File: config.mk
export PLATFORM = sky130hd
export DESIGN_NAME = secuenciador_eje04_flat
export DESIGN_NICKNAME = d
export VERILOG_FILES = /design/src/rtl/secuenciador_eje04_if.sv /design/src/rtl/secuenciador_eje04.sv /design/src/flat_wrapper.sv
export SDC_FILE = /design/constraint.sdc
export NUM_CORES = 1
export LEC_CHECK = 0
export BUFFER_PORTS_ARGS = -buffer_cell sky130_fd_sc_hd__buf_2
export CORE_MARGIN = 10
export CORE_UTILIZATION = 30
export DETAILED_ROUTE_END_ITERATION = 10
export PLACE_DENSITY = 0.47
export SETUP_SLACK_MARGIN = 0.02
export SLEW_MARGIN = 20
export SYNTH_ARGS = -nofsm -noshare
export SYNTH_HDL_FRONTEND = slang
export SYNTH_SLANG_ARGS = --single-unit
File: constraint.sdc
create_clock -name clk -period 2.18 [get_ports clk]
set_input_delay 0 -clock clk [delete_from_list [all_inputs] [get_ports clk]]
set_output_delay 0 -clock clk [all_outputs]
set_load 0.005 [all_outputs]
File: src/rtl/secuenciador_eje04_if.sv
// Bundle between the eje04 stimulus sequencer and its surroundings:
// control requests, FSM observation inputs, drive outputs and status.
interface secuenciador_eje04_if;
   logic       arranque;
   logic       cancelar;
   logic       A;
   logic       L;
   logic       Y;
   logic       B;
   logic       inicio;
   logic       falsa;
   logic       reset_fsm;
   logic [2:0] paso;
   logic       ocupado;
   logic       listo;
   logic [7:0] firma;

   modport slave (
      input  arranque, cancelar, A, L, Y, B,
      output inicio, falsa, reset_fsm, paso, ocupado, listo, firma
   );

   modport master (
      output arranque, cancelar, A, L, Y, B,
      input  inicio, falsa, reset_fsm, paso, ocupado, listo, firma
   );
endinterface

File: src/rtl/secuenciador_eje04.sv
// Drives eje04 through a fixed 8-step stimulus table and folds A/L/Y/B into a signature.
// Latency: drive outputs are registered, one edge after the decision; no backpressure.
module secuenciador_eje04 #(
   parameter int ANCHO_CNT = 4
) (
   input logic                 clk,
   input logic                 reset,
   secuenciador_eje04_if.slave bus
);

   typedef enum logic [1:0] {REPOSO, EJECUTA, FIN} estado_t;

   estado_t              estado_q, estado_d;
   logic [2:0]           paso_q, paso_d;
   logic [ANCHO_CNT-1:0] cnt_q, cnt_d;
   logic [7:0]           firma_q, firma_d;
   logic [2:0]           drv_q, drv_d;   // {reset_fsm, inicio, falsa}
   logic                 fin_paso;

   function automatic logic [2:0] fila(input logic [2:0] p);
      case (p)
         3'd0:    fila = 3'b100;
         3'd2:    fila = 3'b010;
         3'd3:    fila = 3'b001;
         3'd4:    fila = 3'b001;
         3'd5:    fila = 3'b011;
         3'd6:    fila = 3'b001;
         default: fila = 3'b000;
      endcase
   endfunction

   // Counter reload is dwell-1: every step lasts 2 cycles except the last (3).
   function automatic logic [ANCHO_CNT-1:0] recarga(input logic [2:0] p);
      recarga = (p == 3'd7) ? ANCHO_CNT'(2) : ANCHO_CNT'(1);
   endfunction

   assign fin_paso = (estado_q == EJECUTA) && (cnt_q == '0);

   always_ff @(posedge clk or negedge reset) begin
      if (!reset) begin
         estado_q <= REPOSO;
         paso_q   <= '0;
         cnt_q    <= '0;
         firma_q  <= '0;
         drv_q    <= '0;
      end else begin
         estado_q <= estado_d;
         paso_q   <= paso_d;
         cnt_q    <= cnt_d;
         firma_q  <= firma_d;
         drv_q    <= drv_d;
      end
   end

   always_comb begin
      estado_d = estado_q;
      if (bus.cancelar) begin
         estado_d = REPOSO;
      end else begin
         unique case (estado_q)
            REPOSO, FIN: if (bus.arranque) estado_d = EJECUTA;
            EJECUTA:     if (fin_paso && paso_q == 3'd7) estado_d = FIN;
            default:     estado_d = REPOSO;
         endcase
      end
   end

   always_comb begin
      paso_d  = paso_q;
      cnt_d   = cnt_q;
      firma_d = firma_q;
      if (bus.cancelar) begin
         paso_d = '0;
         cnt_d  = '0;
      end else if (estado_q != EJECUTA && bus.arranque) begin
         paso_d  = '0;
         cnt_d   = recarga(3'd0);
         firma_d = '0;
      end else if (estado_q == EJECUTA) begin
         if (fin_paso) begin
            firma_d = {firma_q[3:0], firma_q[7:4]} ^ {4'b0000, bus.A, bus.L, bus.Y, bus.B};
            if (paso_q != 3'd7) begin
               paso_d = paso_q + 3'd1;
               cnt_d  = recarga(paso_q + 3'd1);
            end
         end else begin
            cnt_d = cnt_q - ANCHO_CNT'(1);
         end
      end
      // Drives follow the row of the step that will be active after this edge.
      drv_d = (estado_d == EJECUTA) ? fila(paso_d) : 3'b000;
   end

   assign bus.reset_fsm = drv_q[2];
   assign bus.inicio    = drv_q[1];
   assign bus.falsa     = drv_q[0];
   assign bus.paso      = paso_q;
   assign bus.firma     = firma_q;
   assign bus.ocupado   = (estado_q == EJECUTA);
   assign bus.listo     = (estado_q == FIN);

endmodule
File: src/flat_wrapper.sv
// flat-port wrapper written by rule: the top's interface ports become plain ports
module secuenciador_eje04_flat 
#(
   parameter int ANCHO_CNT = 4
)
  (clk, reset, bus_arranque, bus_cancelar, bus_A, bus_L, bus_Y, bus_B, bus_inicio, bus_falsa, bus_reset_fsm, bus_paso, bus_ocupado, bus_listo, bus_firma);
  secuenciador_eje04_if bus_i ();
  input logic clk;
  input logic reset;
  input wire logic [$bits(bus_i.arranque)-1:0] bus_arranque;
  input wire logic [$bits(bus_i.cancelar)-1:0] bus_cancelar;
  input wire logic [$bits(bus_i.A)-1:0] bus_A;
  input wire logic [$bits(bus_i.L)-1:0] bus_L;
  input wire logic [$bits(bus_i.Y)-1:0] bus_Y;
  input wire logic [$bits(bus_i.B)-1:0] bus_B;
  output wire logic [$bits(bus_i.inicio)-1:0] bus_inicio;
  output wire logic [$bits(bus_i.falsa)-1:0] bus_falsa;
  output wire logic [$bits(bus_i.reset_fsm)-1:0] bus_reset_fsm;
  output wire logic [$bits(bus_i.paso)-1:0] bus_paso;
  output wire logic [$bits(bus_i.ocupado)-1:0] bus_ocupado;
  output wire logic [$bits(bus_i.listo)-1:0] bus_listo;
  output wire logic [$bits(bus_i.firma)-1:0] bus_firma;
  assign bus_i.arranque = bus_arranque;
  assign bus_i.cancelar = bus_cancelar;
  assign bus_i.A = bus_A;
  assign bus_i.L = bus_L;
  assign bus_i.Y = bus_Y;
  assign bus_i.B = bus_B;
  assign bus_inicio = bus_i.inicio;
  assign bus_falsa = bus_i.falsa;
  assign bus_reset_fsm = bus_i.reset_fsm;
  assign bus_paso = bus_i.paso;
  assign bus_ocupado = bus_i.ocupado;
  assign bus_listo = bus_i.listo;
  assign bus_firma = bus_i.firma;
  secuenciador_eje04 #(.ANCHO_CNT(ANCHO_CNT)) u_core (.clk(clk), .reset(reset), .bus(bus_i));
endmodule
==> flow_summary.ini <==
[outcome]
status = complete, no violations

[timing]
hold_violations = 0
fin_crit_sh_pct = 99.3
max_freq_mhz = 462
setup_slack_ps = 15.4
skew_ps = 5.92
relSlewSlack_pct = 69.8
finalSetupViolations = 0
drv_slew = 0
worst-slew-pin-transition_ps = 454
rsz0062_at_grt = true
fin_crit_ps = 2160

[drt]
postRouteAntennaNets = 0
drtIter0Drc = 32
first_pass_iters = 4
vias = 960
drc_errors = 0
postRouteWirelength_um = 2910
avgViaCountPerCell = 5.05
post_drt_wl_per_cell_um = 15.3

[synth]
syn-num-nets = 122
synthArstFlopShare_pct = 100
yosys_most_used_dff = dfrtp_1
syn_inst = 109
synth_edf_count = 0
yosys_register_bits = 20
synth_cell_types = 33
avgSynthCellArea_sq_um = 9.93
ys_seq_area_share_pct = 46.2
synth_area_sq_um = 1080
synth_warnings = 0

[worst_setup_path]
worstReg2RegStart = u_core.bus.paso[0]$_DFF_PN0_
cp.arrival_ps = 2410
cp_max_fo = 2
worstSetupEndpointType = flop
startpoint = u_core.bus.paso[0]$_DFF_PN0_
required_ps = 2430
crit_path_start_kind = flop
critical_path_class = flop to flop

[global_routing]
first_global_vias = 993
antenna_found_initial = 0
grt_pass1_wl_um = 4940
grt_max_degree = 21
track_usage_pct = 9.53
overflow = 0

[floorplanning]
num_rows = 21
die_h_um = 80.1
ios = 24
core_area_sq_um = 3420
dieArea_sq_um = 6410
die_w_um = 80.1
start_util_pct = 31.7

[clock_tree]
clockBufferDepth = 2
cts_buffers = 3
htree_levels = 1
cts_root_buffer = clkbuf_4
insertion_delay_ps = 310
clock_sinks = 20
cts_tree = yes
path_clk_slew_ps = 130
cts_setup_buffers = 0

[min_path]
hold_class = input port to flop
hp-start = bus_arranque

[placed_design]
dpl.hpwl_um = 2220
gp_congestion = 0.788
dp_slack_ps = 38.0
io_buffer_count = 23
place_area_sq_um = 1340

[power]
power_density_nw_per_um2 = 646
vdd_drop_max_v = 0.000248
sequentialPowerShare_pct = 45.3
p_switching_mw = 0.256
pwr-share-comb_pct = 20.4
power_frac_clock_pct = 34.3
leakage_nw = 0.690
switching_share_pct = 27.8
internal_power_mw = 0.667
total_power_mw = 0.923

[run]
maxCapViolations = 0

[finish]
areaGrowthSynthToFinish_pct = 32.0
finalNetCount = 158
drive_above_1_share_pct = 32.6
final_cell_area_sq_um = 1430
diodes = 0
==> Yosys cell counts (2+ instances only) <==
master / instances / share of area, %
nand3_1: 3 / 1.4
nand2b_1: 5 / 2.9
nor3_1: 2 / 0.92
nor2b_1: 2 / 1.2
o41ai_1: 2 / 1.6
nand2_1: 8 / 2.8
nor2_1: 5 / 1.7
a22o_1: 8 / 6.5
dfrtp_1: 20 / 46
xnor2_1: 2 / 1.6
ha_1: 5 / 5.8
a21oi_1: 9 / 4.2
a311oi_1: 2 / 1.6
inv_1: 9 / 3.1
nor4_1: 2 / 1.2
o21ai_0: 5 / 2.3
xor2_1: 4 / 3.2
==> metrics by stage <==
| stage | std cells | hold slack [ps] | setup TNS (ps) | utilization [%] |
|---|---|---|---|---|
| after floorplan | 109 | -296 | 0 | - |
| after global placement | 184 | -18.3 | 0 | 39.2 |
| after detailed placement | 184 | -4.24 | 0 | 39.2 |
| after CTS | 190 | 15.5 | 0 | 41.3 |
| after global routing | 190 | 27.5 | -49.1 | 41.8 |
| final | 190 | 30.6 | 0 | 41.8 |
==> area by class of cell <==
class                   instances  area (sq um)
inverters                       9          33.8
clock buffers                   3          22.5
repair buffers                 33           195
clock inverters                 1          30.0
multi-input cells              78           588
well taps                      46          57.6
fillers                       355          1990
flip-flops and latches         20           502
==> routing by layer <==
layer / share of wire, % / track usage [%] / vias to the layer above
met5: 0 / 0 / -
met4: 0.62 / 3.17 / 0
met3: 5.0 / 2.56 / 2
met2: 49 / 15.5 / 14
met1: 45 / 11.9 / 483
li1: - / - / 461
==> placed cells by master, fill, tap and decap left out, types with 3 or more instances in the layout <==
cell type,netlist,layout
buf_2,0,23
dfrtp_1,20,19
inv_1,9,9
a21oi_1,9,8
nand2_1,8,8
a22o_1,8,8
buf_4,0,8
nand2b_1,5,5
nor2_1,5,5
o21ai_0,5,5
xor2_1,4,4
nand3_1,3,3
ha_1,5,3
clkbuf_4,0,3
==> cells by family (layout without fill, tap and decap cells) <==
group | after synthesis | count (layout) | synth area share (%)
adders and majority gates | 5 | 5 | 5.78
xor gates and xnor gates | 6 | 6 | 4.86
and+or+nand+nor | 35 | 35 | 19.1
buffers and inverters | 11 | 46 | 3.81
AOI/OAI and AO/OA | 32 | 32 | 20.2
DFF | 20 | 20 | 46.2
==> power by group through the flow <==
stage / logic [mW] / registers, mW / clock network, mW
2_1_floorplan: 0.105 / 0.426 / 0
3_3_place_gp: 0.182 / 0.424 / 0
4_1_cts: 0.186 / 0.418 / 0.321
5_1_grt: 0.211 / 0.422 / 0.341
6_report: 0.188 / 0.418 / 0.317
3_5_place_dp: 0.182 / 0.425 / 0
==> flip-flops by register name (all words and copies together) (netlist names) <==
signal,flops
u_core.bus.paso,3
u_core.cnt_q,4
u_core.drv_q,3
u_core.estado_q,2
u_core.bus.firma,8
==> worst paths after layout <==
path | end | slack, ps | depth (start not counted)
setup / recovery | u_core.drv_q[1]$_DFF_PN0_ | 20 | 7
hold / removal | u_core.estado_q[1]$_DFF_PN0_ | 30 | 3
setup reg to reg | u_core.drv_q[1]$_DFF_PN0_ | 20 | 7
hold reg to reg | u_core.bus.firma[7]$_DFFE_PN0P_ | 530 | 1
max in group asynchronous | u_core.bus.paso[0]$_DFF_PN0_ | 1700 | 2
min in group asynchronous | u_core.bus.paso[2]$_DFF_PN0_ | 150 | 2
==> what timing repair did <==
| action | CTS | global route |
|---|---|---|
| gates resized for setup | 0 | 3 |
| hold buffers | 2 | 0 |
| pin swaps | 1 | 0 |
| setup endpoints to repair | 1 | 4 |
| endpoints found under the hold margin | 22 | 0 |
==> critical path, stage by stage, from the launching register on <==
cell and delay (ps):
dfrtp_2 450, ha_4 170, ha_4 150, or4b_4 530
nor2_4 140, xnor2_2 80, or4_1 500, o21ai_1 80
Note: power is estimated with default switching activity, not from simulation.
